<file path="config.mk">
export PLATFORM = sky130hd
export DESIGN_NAME = fp_normalize_pack
export DESIGN_NICKNAME = d
export VERILOG_FILES = /design/src/rtl/fp_normalize_pack.sv
export SDC_FILE = /design/constraint.sdc
export NUM_CORES = 1
export LEC_CHECK = 0
export CORE_ASPECT_RATIO = 1.1
export CORE_UTILIZATION = 35
export DETAILED_ROUTE_END_ITERATION = 8
export HOLD_SLACK_MARGIN = 0.12
export SLEW_MARGIN = 10
export SYNTH_ARGS = -nofsm -noshare
export SYNTH_HDL_FRONTEND = slang
export SYNTH_SLANG_ARGS = --single-unit
</file>
<file path="constraint.sdc">
create_clock -name clk -period 4.6 [get_ports clk]
set_input_delay 0.92 -clock clk [delete_from_list [all_inputs] [get_ports clk]]
set_output_delay 0.92 -clock clk [all_outputs]
set_load 0.01 [all_outputs]
</file>
<file path="src/rtl/fp_normalize_pack.sv">
// Post-add normalization and IEEE-754 single-precision packing.
// Three-stage global-stall pipeline: leading-zero count, shift/exponent adjust, pack/flag.
module fp_normalize_pack (
    input  logic        clk,
    input  logic        rst,
    input  logic        in_valid,
    output logic        in_ready,
    input  logic        in_sign,
    input  logic [7:0]  in_exp,
    input  logic [24:0] in_man,
    output logic        out_valid,
    input  logic        out_ready,
    output logic [31:0] out_result,
    output logic        out_overflow,
    output logic        out_underflow,
    output logic        out_zero
);

    // Leading zeros of the 24-bit hidden+fraction field; 24 when the field is empty.
    function automatic logic [4:0] lzc24(input logic [23:0] v);
        logic [4:0] n;
        logic       found;
        n     = 5'd24;
        found = 1'b0;
        for (int i = 23; i >= 0; i--) begin
            if (!found && v[i]) begin
                n     = 5'(23 - i);
                found = 1'b1;
            end else begin
                found = found;
            end
        end
        return n;
    endfunction

    logic        advance_s;
    logic        s1_valid_r, s1_sign_r, s1_carry_r, s1_zero_r;
    logic [7:0]  s1_exp_r;
    logic [24:0] s1_man_r;
    logic [4:0]  s1_lzc_r;
    logic        s2_valid_r, s2_sign_r, s2_ovf_r, s2_udf_r, s2_zero_r;
    logic [8:0]  s2_exp_r;
    logic [23:0] s2_man_r;
    logic [8:0]  s2_exp_s;
    logic [23:0] s2_man_s;
    logic        s2_ovf_s, s2_udf_s, s2_zero_s;
    logic [31:0] s3_result_s;

    assign advance_s = !out_valid || out_ready;
    assign in_ready  = advance_s;

    // Stage 1: capture the beat with its leading-zero count, carry and zero indication.
    always_ff @(posedge clk or posedge rst) begin
        if (rst) begin
            s1_valid_r <= 1'b0;
            s1_sign_r  <= 1'b0;
            s1_exp_r   <= 8'd0;
            s1_man_r   <= 25'd0;
            s1_lzc_r   <= 5'd0;
            s1_carry_r <= 1'b0;
            s1_zero_r  <= 1'b0;
        end else if (advance_s) begin
            s1_valid_r <= in_valid;
            s1_sign_r  <= in_sign;
            s1_exp_r   <= in_exp;
            s1_man_r   <= in_man;
            s1_lzc_r   <= lzc24(in_man[23:0]);
            s1_carry_r <= in_man[24];
            s1_zero_r  <= (in_man == 25'd0);
        end
    end

    // Renormalize: zero wins, then carry (right by one, truncating), then left shift or flush.
    always_comb begin
        s2_man_s  = 24'd0;
        s2_exp_s  = 9'd0;
        s2_ovf_s  = 1'b0;
        s2_udf_s  = 1'b0;
        s2_zero_s = 1'b0;
        if (s1_zero_r) begin
            s2_zero_s = 1'b1;
        end else if (s1_carry_r) begin
            s2_man_s = s1_man_r[24:1];
            s2_exp_s = {1'b0, s1_exp_r} + 9'd1;
            s2_ovf_s = (s2_exp_s >= 9'd255);
        end else if (s1_exp_r > {3'd0, s1_lzc_r}) begin
            s2_man_s = s1_man_r[23:0] << s1_lzc_r;
            s2_exp_s = {1'b0, s1_exp_r} - {4'd0, s1_lzc_r};
        end else begin
            s2_udf_s = 1'b1;
        end
    end

    // Stage 2 register.
    always_ff @(posedge clk or posedge rst) begin
        if (rst) begin
            s2_valid_r <= 1'b0;
            s2_sign_r  <= 1'b0;
            s2_exp_r   <= 9'd0;
            s2_man_r   <= 24'd0;
            s2_ovf_r   <= 1'b0;
            s2_udf_r   <= 1'b0;
            s2_zero_r  <= 1'b0;
        end else if (advance_s) begin
            s2_valid_r <= s1_valid_r;
            s2_sign_r  <= s1_sign_r;
            s2_exp_r   <= s2_exp_s;
            s2_man_r   <= s2_man_s;
            s2_ovf_r   <= s2_ovf_s;
            s2_udf_r   <= s2_udf_s;
            s2_zero_r  <= s2_zero_s;
        end
    end

    // Pack the word; special cases replace the exponent/fraction fields.
    always_comb begin
        s3_result_s = 32'd0;
        case ({s2_ovf_r, s2_udf_r, s2_zero_r})
            3'b000:  s3_result_s = {s2_sign_r, s2_exp_r[7:0], s2_man_r[22:0]};
            3'b100:  s3_result_s = {s2_sign_r, 8'hFF, 23'd0};
            3'b010:  s3_result_s = {s2_sign_r, 31'd0};
            3'b001:  s3_result_s = 32'd0;
            default: s3_result_s = 32'd0;
        endcase
    end

    // Output stage; flags and result are forced low for bubbles.
    always_ff @(posedge clk or posedge rst) begin
        if (rst) begin
            out_valid     <= 1'b0;
            out_result    <= 32'd0;
            out_overflow  <= 1'b0;
            out_underflow <= 1'b0;
            out_zero      <= 1'b0;
        end else if (advance_s) begin
            out_valid     <= s2_valid_r;
            out_result    <= s2_valid_r ? s3_result_s : 32'd0;
            out_overflow  <= s2_valid_r & s2_ovf_r;
            out_underflow <= s2_valid_r & s2_udf_r;
            out_zero      <= s2_valid_r & s2_zero_r;
        end
    end

endmodule

</file>
==> reports/metrics.yaml, run 1 <==
outcome: "finished, final reports clean"
switching_share_pct: 35.7
fin_cells: 934
fillers: 1673
cts_tree: "yes"
synth-edff-count: 0
vdd_drop_max_v: 0.000270
total_power_mw: 4.53
fin_skew_ns: 0.0139
clock_path_buffers: 2
h-tree-depth: 4
hold_buffers: 0
crit_path_start: "s1_lzc_r[3]$_DFFE_PP0P_"
p_int_mw: 2.92
post-cts-setup-buffers: 0
final_max_slew_viol_count: 0
hold_viol_final: 0
min_period_over_period_pct: 67.5
netlist_top_cells_area: "dfrtp_1 (46%), nand2_1 (9.7%), mux4_1 (4.3%)"
cts_num_sinks: 113
maxCapViolCount: 0
pwr-share-seq_pct: 36.0
criticalPathCategory: "reg2reg"
row_count: 50
cts_root_buffer: "clkbuf_16"
fin_util_pct: 44.4
dieArea_um2: 17900
nets: 736
dpl_cell_area_um2: 7020
grt_use_total_pct: 19.0
combPwrFrac_pct: 37.4
initial_utilization_pct: 35.8
grt_pass1_wl_um: 26300
grt_max_degree: 78
synth-async-reset-ratio_pct: 100
setup_viol: 0
clk_latency_ns: 0.42
synthCells: 625
r2r_end: "s2_man_r[3]$_DFFE_PP0P_"
dr.first_iter.drc_count: 286
yosysMostFrequentCell: "nand2_1"
switchingPower_mw: 1.62
ant_nets: 0
ys_seq_elements: 113
drt_first_pass_iters: 6
synth_top_area_cell: "dfrtp_1"
drt_wl_total_um: 16000
min_period_ns: 3.10
hold-path-cell-count: 2
maxSlewHeadroom_pct: 36.1
synth_top_flop_cell: "dfrtp_1"
tightest_slew_ns: 0.959
hold_ws_ns: 0.467
port_buffers: 74
wl_per_cell_um: 17.2
clkTransAtPathRegs_ns: 0.05
drive_gt1_share_pct: 9.71
num_vias: 5084
required_ns: 4.92
cp.arrival_ns: 3.42
dp_hpwl_um: 11800
hold_class: "reg2reg"
synth_cell_types: 65
drcViolationCount: 0
core_area_um2: 17000
antenna_found_initial: 0
die_w_um: 128
reg2regPathDepth: 7
crit_fanout: 16
ctsResizeCount: 0
syn_nets: 671
worstSetupEndpointType: "register"
worstSetupStartpointType: "register"
grt.overflow.total: 0
grt_pass1_vias: 5030
die_h_um: 140
timing.fmax_mhz: 322
fin_ws_ns: 1.50
post-route-cell-area_um2: 7560
antenna_cells: 0
synthTopCellsByCount: "nand2_1 (158), dfrtp_1 (113), o21ai_0 (43), nor2_1 (41), a22oi_1 (28)"
dp_slack_ns: 1.12
gp_congestion: 0.923
p_leak_nw: 3.32
syn_area_um2: 6090
viasPerCell: 5.44
seq_area_frac_synth_pct: 46.4
cts_inserted_buffers: 17
hold_start: "s1_valid_r$_DFFE_PP0P_"
power.share.clock_pct: 26.5
place_inst: 905
rrSetupSlack_ns: 1.50
synth.avg_cell_area_um2: 9.75
rsz0062_at_grt: "no"
tns_ns: 0
synth_top_area_share_pct: 46.4
hold-path-endpoint: "s1_valid_r$_DFFE_PP0P_"
p_per_area_nw_per_um2: 599
synth-warning-count: 0
io_pins: 75
area_growth_pct: 24.2
rr_startpoint: "s1_lzc_r[3]$_DFFE_PP0P_"
[layout make-up]
type | count | area, um2 | share of cell area (%)
clock buffers | 23 | 488 | 6.45
clock inverters | 6 | 57.6 | 0.761
inverters | 16 | 62.6 | 0.827
multi-input cells | 458 | 3020 | 39.9
flip-flops and latches | 113 | 2830 | 37.4
well taps | 234 | 293 | 3.87
repair buffers | 84 | 816 | 10.8
[worst max-delay path by stage]
stage / to / depth (start not counted)
6_report: s2_man_r[3]$_DFFE_PP0P_ / 7
5_1_grt: s2_man_r[3]$_DFFE_PP0P_ / 7
4_1_cts: in_ready / 4
3_5_place_dp: s2_man_r[20]$_DFFE_PP0P_ / 9
3_3_place_gp: s2_man_r[20]$_DFFE_PP0P_ / 9
2_1_floorplan: out_overflow$_DFFE_PP0P_ / 1
[worst max-delay path: stages (launching register included)]
cell and delay [ns]:
dfrtp_1 0.68, inv_1 0.38, ha_1 0.46, o21ai_0 0.11, o21ai_1 0.33, a31oi_1 0.24, or3_1 0.51, o31ai_1 0.28
[power by group through the flow]
stage | registers, mW | logic [mW] | clock network (mW)
2_1_floorplan | 1.57 | 1.13 | 0
3_3_place_gp | 1.63 | 1.65 | 0
3_5_place_dp | 1.65 | 1.69 | 0
4_1_cts | 1.63 | 1.70 | 1.23
5_1_grt | 1.68 | 1.86 | 1.28
6_report | 1.63 | 1.70 | 1.20
[layer usage]
metal / vias up / share of wire [%] / track usage (%) / routed length, um
li1: 2399 / - / - / -
met1: 2515 / 47 / 26.1 / 7560
met2: 154 / 47 / 28.7 / 7510
met3: 16 / 4.7 / 4.74 / 758
met4: 0 / 1.4 / 7.24 / 225
met5: - / 0 / 0 / 0
[sequential cells by signal, indices dropped and copies added (netlist names)]
| register | count |
|---|---|
| s2_man_r | 23 |
| out_overflow | 1 |
| s1_lzc_r | 5 |
| s2_valid_r | 1 |
| s2_udf_r | 1 |
| out_zero | 1 |
| out_result | 32 |
| s1_zero_r | 1 |
| s1_carry_r | 1 |
| s1_man_r | 24 |
| s1_sign_r | 1 |
| s2_zero_r | 1 |
| s1_exp_r | 8 |
| s2_ovf_r | 1 |
| out_valid | 1 |
| s1_valid_r | 1 |
| out_underflow | 1 |
| s2_sign_r | 1 |
| s2_exp_r | 8 |
[cell usage in the layout (no fill, tap or decap), drive strengths merged, types with 10 or more instances in the layout]
cell type / instances
dfrtp: 113
buf: 10
a22oi: 28
nand3: 12
clkdlybuf4s50: 74
nor2: 41
mux4: 19
a22o: 25
nand2: 158
clkbuf: 23
a21oi: 16
o21ai: 48
inv: 16
[kinds of logic (layout without fill, tap and decap cells)]
group | Yosys count | count (layout) | synth area share, %
AND/OR/NAND/NOR | 253 | 253 | 18.3
buffers and inverters | 54 | 129 | 4.13
flip-flops | 113 | 113 | 46.4
XOR/XNOR | 8 | 8 | 1.15
adder cells (fa/ha/maj) | 8 | 8 | 1.77
multiplexers | 35 | 35 | 10.5
AO/OA/AOI/OAI | 154 | 154 | 17.7
No activity file was read; power rests on OpenSTA's default activity.
==> run 2, diff against run 1 <==
==> constraint.sdc (replaced) <==
create_clock -name clk -period 3.2 [get_ports clk]
set_input_delay 0.64 -clock clk [delete_from_list [all_inputs] [get_ports clk]]
set_output_delay 0.64 -clock clk [all_outputs]
set_load 0.01 [all_outputs]
==> run 2 against run 1 <==
Effect of this change:
- cell count increased by 0.75%
- clock power increased by 80%
- sequential cell count stayed put
- register-to-register slack got worse by 1.1 ns
- first-iteration DRC count increased by 18%
- non-clock buffer count increased by 4
- total power increased by 54%
- core utilization up 1.1 points
- maximum frequency up 12%
- die area is the same
- largest power group unchanged
==> reports/metrics.yaml, run 2 (synthesized netlist as in run 1, its figures left out) <==
outcome: "finished, final reports clean"
maxCapViolCount: 0
ctsResizeCount: 0
worstSetupStartpointType: "register"
hold_buffers: 0
row_count: 50
dr.first_iter.drc_count: 337
crit_fanout: 15
tightest_slew_ns: 0.779
clock_path_buffers: 2
ant_nets: 0
drt_first_pass_iters: 5
dpl_cell_area_um2: 7070
nets: 740
cts_num_sinks: 113
place_inst: 909
num_vias: 5000
setup_viol: 0
die_w_um: 128
cts_inserted_buffers: 17
fin_util_pct: 45.5
h-tree-depth: 4
min_period_ns: 2.76
largestRegisters: "out_result: 32 flops, s1_man_r: 24 flops, s2_man_r: 23 flops"
dp_hpwl_um: 11900
p_per_area_nw_per_um2: 899
gp_congestion: 0.886
grt_pass1_vias: 5021
antenna_found_initial: 0
p_leak_nw: 3.40
seq_area_um2: 2830
dieArea_um2: 17900
area_growth_pct: 27.1
largest_reg_flops: 32
wl_per_cell_um: 17.1
fin_cells: 941
tns_ns: 0
hold_viol_final: 0
required_ns: 3.47
final_max_slew_viol_count: 0
layout_common_cells: "nand2_1 (158), dfrtp_1 (113), clkdlybuf4s50_1 (74)"
criticalPathCategory: "reg2reg"
multi_input_area_um2: 3020
vdd_drop_max_v: 0.000450
drcViolationCount: 0
initial_utilization_pct: 35.8
largest-register: "out_result"
total_power_mw: 6.96
rrSetupSlack_ns: 0.44
post-route-cell-area_um2: 7740
cts_tree: "yes"
drive_gt1_share_pct: 10.5
clk_latency_ns: 0.42
worstSetupEndpointType: "register"
io_pins: 75
cts_root_buffer: "clkbuf_16"
grt.overflow.total: 0
rsz0062_at_grt: "no"
die_h_um: 140
hold_ws_ns: 0.470
viasPerCell: 5.31
maxSlewHeadroom_pct: 48.0
port_buffers: 74
timing.fmax_mhz: 362
clkTransAtPathRegs_ns: 0.05
dp_slack_ns: 0.453
antenna_cells: 0
hold_class: "reg2reg"
grt_max_degree: 91
final_common_cell: "nand2_1"
min_period_over_period_pct: 86.3
post-cts-setup-buffers: 0
grt_use_total_pct: 19.2
fillers: 1630
fin_skew_ns: 0.0122
core_area_um2: 17000
fin_ws_ns: 0.439
drt_wl_total_um: 16100
cp.arrival_ns: 3.03
grt_pass1_wl_um: 26800
-- run 2: changes by cell type in the layout (fill, tap and decap cells not counted) --
cell       previous run  this run
bufinv_16             1         6
buf_12                0         2
buf_4                10        12
clkbuf_8              4         2
clkbuf_1              2         3
clkinv_2              4         3
inv_4                 1         0
inv_6                 0         1
-- run 2: critical path, stage by stage, from the launching register on --
cell and delay, ns:
dfrtp_1 0.43, inv_1 0.12, ha_1 0.18, inv_1 0.05, fa_1 0.42, a211oi_1 0.23
o21ai_1 0.13, a31oi_1 0.34, buf_12 0.18, nand2b_1 0.33, o21ai_0 0.18
-- run 2: report_power, final --
part / switching [mW] / internal [mW]
registers: 0.427 / 1.91
logic: 1.28 / 1.19
clock network: 0.661 / 1.50
total: 2.37 / 4.60
-- run 2: final cells by class --
class | instances | area share [%]
Tap cell | 234 | 3.78
Multi-Input combinational cell | 458 | 39.0
Clock inverter | 10 | 2.63
Inverter | 16 | 0.824
Clock buffer | 22 | 6.00
Sequential cell | 113 | 36.5
Timing Repair Buffer | 88 | 11.2
-- run 2: path summary, 6_finish.rpt --
kind / start / depth (start not counted) / endpoint
max: s1_exp_r[0]$_DFFE_PP0P_ / 10 / s2_man_r[12]$_DFFE_PP0P_
min: out_overflow$_DFFE_PP0P_ / 2 / out_overflow$_DFFE_PP0P_
max reg2reg: s1_exp_r[0]$_DFFE_PP0P_ / 10 / s2_man_r[12]$_DFFE_PP0P_
min reg2reg: out_overflow$_DFFE_PP0P_ / 2 / out_overflow$_DFFE_PP0P_
max in group asynchronous: rst / 3 / s1_man_r[14]$_DFFE_PP0P_
min in group asynchronous: rst / 2 / out_result[18]$_DFFE_PP0P_
-- run 2: per-layer routing --
metal  GRT usage [%]  vias to the layer above  wire (um)
met5               0                        -          0
met4            6.38                        0        237
met3            3.48                       21        705
met2            29.6                      139       7510
met1            27.1                     2427       7620
li1                -                     2413          -
==> run 3, diff against run 2 <==
==> constraint.sdc (replaced) <==
create_clock -name clk -period 3.25 [get_ports clk]
set_input_delay 0.65 -clock clk [delete_from_list [all_inputs] [get_ports clk]]
set_output_delay 0.65 -clock clk [all_outputs]
set_load 0.01 [all_outputs]
==> run 3 against run 2 <==
Effect of this change:
- first-iteration DRC count down 12%
- non-clock buffer count up 4
- sequential share of layout area up 0.15 points
- worst setup slack better by 0.13 ns
- critical path type unchanged
- critical endpoint is now s2_man_r[13]$_DFFE_PP0P_
- largest cell class unchanged
- largest power group unchanged
==> reports/metrics.yaml, run 3 (synthesized netlist as in run 1, its figures left out) <==
final_common_cell: "nand2_1"
hold_ws_ns: 0.462
area_growth_pct: 26.6
layout_common_cells: "nand2_1 (158), dfrtp_1 (113), clkdlybuf4s50_1 (74)"
grt_max_degree: 80
dpl_cell_area_um2: 7100
core_area_um2: 17000
die_w_um: 128
clk_latency_ns: 0.41
ctsResizeCount: 0
clock_path_buffers: 2
place_inst: 913
required_ns: 3.53
hold_viol_final: 0
cts_num_sinks: 113
drcViolationCount: 0
multi_input_area_um2: 3020
rr_startpoint: "s1_exp_r[0]$_DFFE_PP0P_"
seq_area_um2: 2830
tightest_slew_ns: 0.778
h-tree-depth: 4
maxCapViolCount: 0
worstSetupEndpointType: "register"
cts_root_buffer: "clkbuf_16"
grt_pass1_vias: 5047
cts_inserted_buffers: 17
hold_class: "reg2reg"
clkTransAtPathRegs_ns: 0.05
final_max_slew_viol_count: 0
grt.overflow.total: 0
hold_buffers: 0
grt_pass1_wl_um: 26900
criticalPathCategory: "reg2reg"
outcome: "finished, final reports clean"
dp_hpwl_um: 11900
largestRegisters: "out_result: 32 flops, s1_man_r: 24 flops, s2_man_r: 23 flops"
maxSlewHeadroom_pct: 48.2
drt_wl_total_um: 16200
min_period_over_period_pct: 82.6
rsz0062_at_grt: "no"
wl_per_cell_um: 17.1
fillers: 1685
max_stage_delay_ns: 0.43
viasPerCell: 5.41
timing.fmax_mhz: 373
crit_chain: "inv_1, ha_1, inv_1, fa_1, a211oi_1, o21ai_1, a31oi_1, buf_12, nand2b_1, buf_4, o21ai_0"
grt_use_total_pct: 19.3
tns_ns: 0
worstSetupStartpointType: "register"
slowest_stage: "dfrtp_1"
dieArea_um2: 17900
largest_reg_flops: 32
crit_fanout: 15
largest-register: "out_result"
initial_utilization_pct: 35.8
drt_first_pass_iters: 5
port_buffers: 74
r2r_end: "s2_man_r[13]$_DFFE_PP0P_"
post-cts-setup-buffers: 0
min_period_ns: 2.68
fin_util_pct: 45.3
cts_tree: "yes"
nets: 744
critPathMostFrequentCell: "inv_1"
fin_skew_ns: 0.00619
fin_ws_ns: 0.567
antenna_cells: 0
hold_start: "out_zero$_DFFE_PP0P_"
cp.arrival_ns: 2.97
setup_viol: 0
row_count: 50
total_power_mw: 6.64
fin_cells: 945
antenna_found_initial: 0
ant_nets: 0
post-route-cell-area_um2: 7710
num_vias: 5114
rrSetupSlack_ns: 0.57
dr.first_iter.drc_count: 296
dp_slack_ns: 0.517
vdd_drop_max_v: 0.000416
p_leak_nw: 3.39
hold-path-cell-count: 2
io_pins: 75
die_h_um: 140
drive_gt1_share_pct: 11.1
hold-path-endpoint: "out_zero$_DFFE_PP0P_"
reg2regPathDepth: 11
p_per_area_nw_per_um2: 861
gp_congestion: 0.851
==> run 3: changes by cell type in the layout (fill, tap and decap cells not counted) <==
| cell | before | now |
|---|---|---|
| buf_4 | 12 | 16 |
| clkbuf_8 | 2 | 3 |
| clkbuf_1 | 3 | 2 |
| bufinv_16 | 6 | 3 |
| clkinvlp_4 | 1 | 2 |
| clkinv_2 | 3 | 5 |
==> run 3: critical path, delay by kind of cell, from the launching register on <==
kind,cells,cell delay (ns)
AND/OR/NAND/NOR,1,0.17
buffers and inverters,4,0.54
AO/OA/AOI/OAI,4,0.81
flip-flops,1,0.43
adder cells (fa/ha/maj),2,0.61
==> run 3: report_power, final <==
part	total, mW	switching, mW	internal (mW)	leakage [nW]
Clock	1.90	0.635	1.26	0.300
Sequential	2.30	0.423	1.88	1.43
Combinational	2.44	1.26	1.18	1.66
==> run 3: final cells by class <==
class                      count  share of cell area (%)
inverter                      16                   0.828
tap                          234                    3.80
clock buffer                  22                    6.15
sequential                   113                    36.7
multi-input combinational    458                    39.2
timing repair buffer          92                    11.7
clock inverter                10                    1.70
==> run 3: worst max-delay path by stage <==
stage / start / endpoint / slack (ns) / cells after the start
detailed placement: in_man[10] / s1_lzc_r[2]$_DFFE_PP0P_ / 0.52 / 6
CTS: s1_exp_r[0]$_DFFE_PP0P_ / s2_man_r[13]$_DFFE_PP0P_ / 0.56 / 11
global placement: in_man[10] / s1_lzc_r[2]$_DFFE_PP0P_ / 0.52 / 6
floorplan: s1_lzc_r[2]$_DFFE_PP0P_ / s2_man_r[19]$_DFFE_PP0P_ / 0.79 / 9
finish: s1_exp_r[0]$_DFFE_PP0P_ / s2_man_r[13]$_DFFE_PP0P_ / 0.57 / 11
global route: s1_exp_r[0]$_DFFE_PP0P_ / s2_man_r[8]$_DFFE_PP0P_ / 0.31 / 11
==> run 3: routing by layer <==
layer	part of all wire [%]	track usage [%]
met2	48	30.3
met3	4.4	3.97
met5	0	0
met1	47	26.6
met4	1.3	6.56
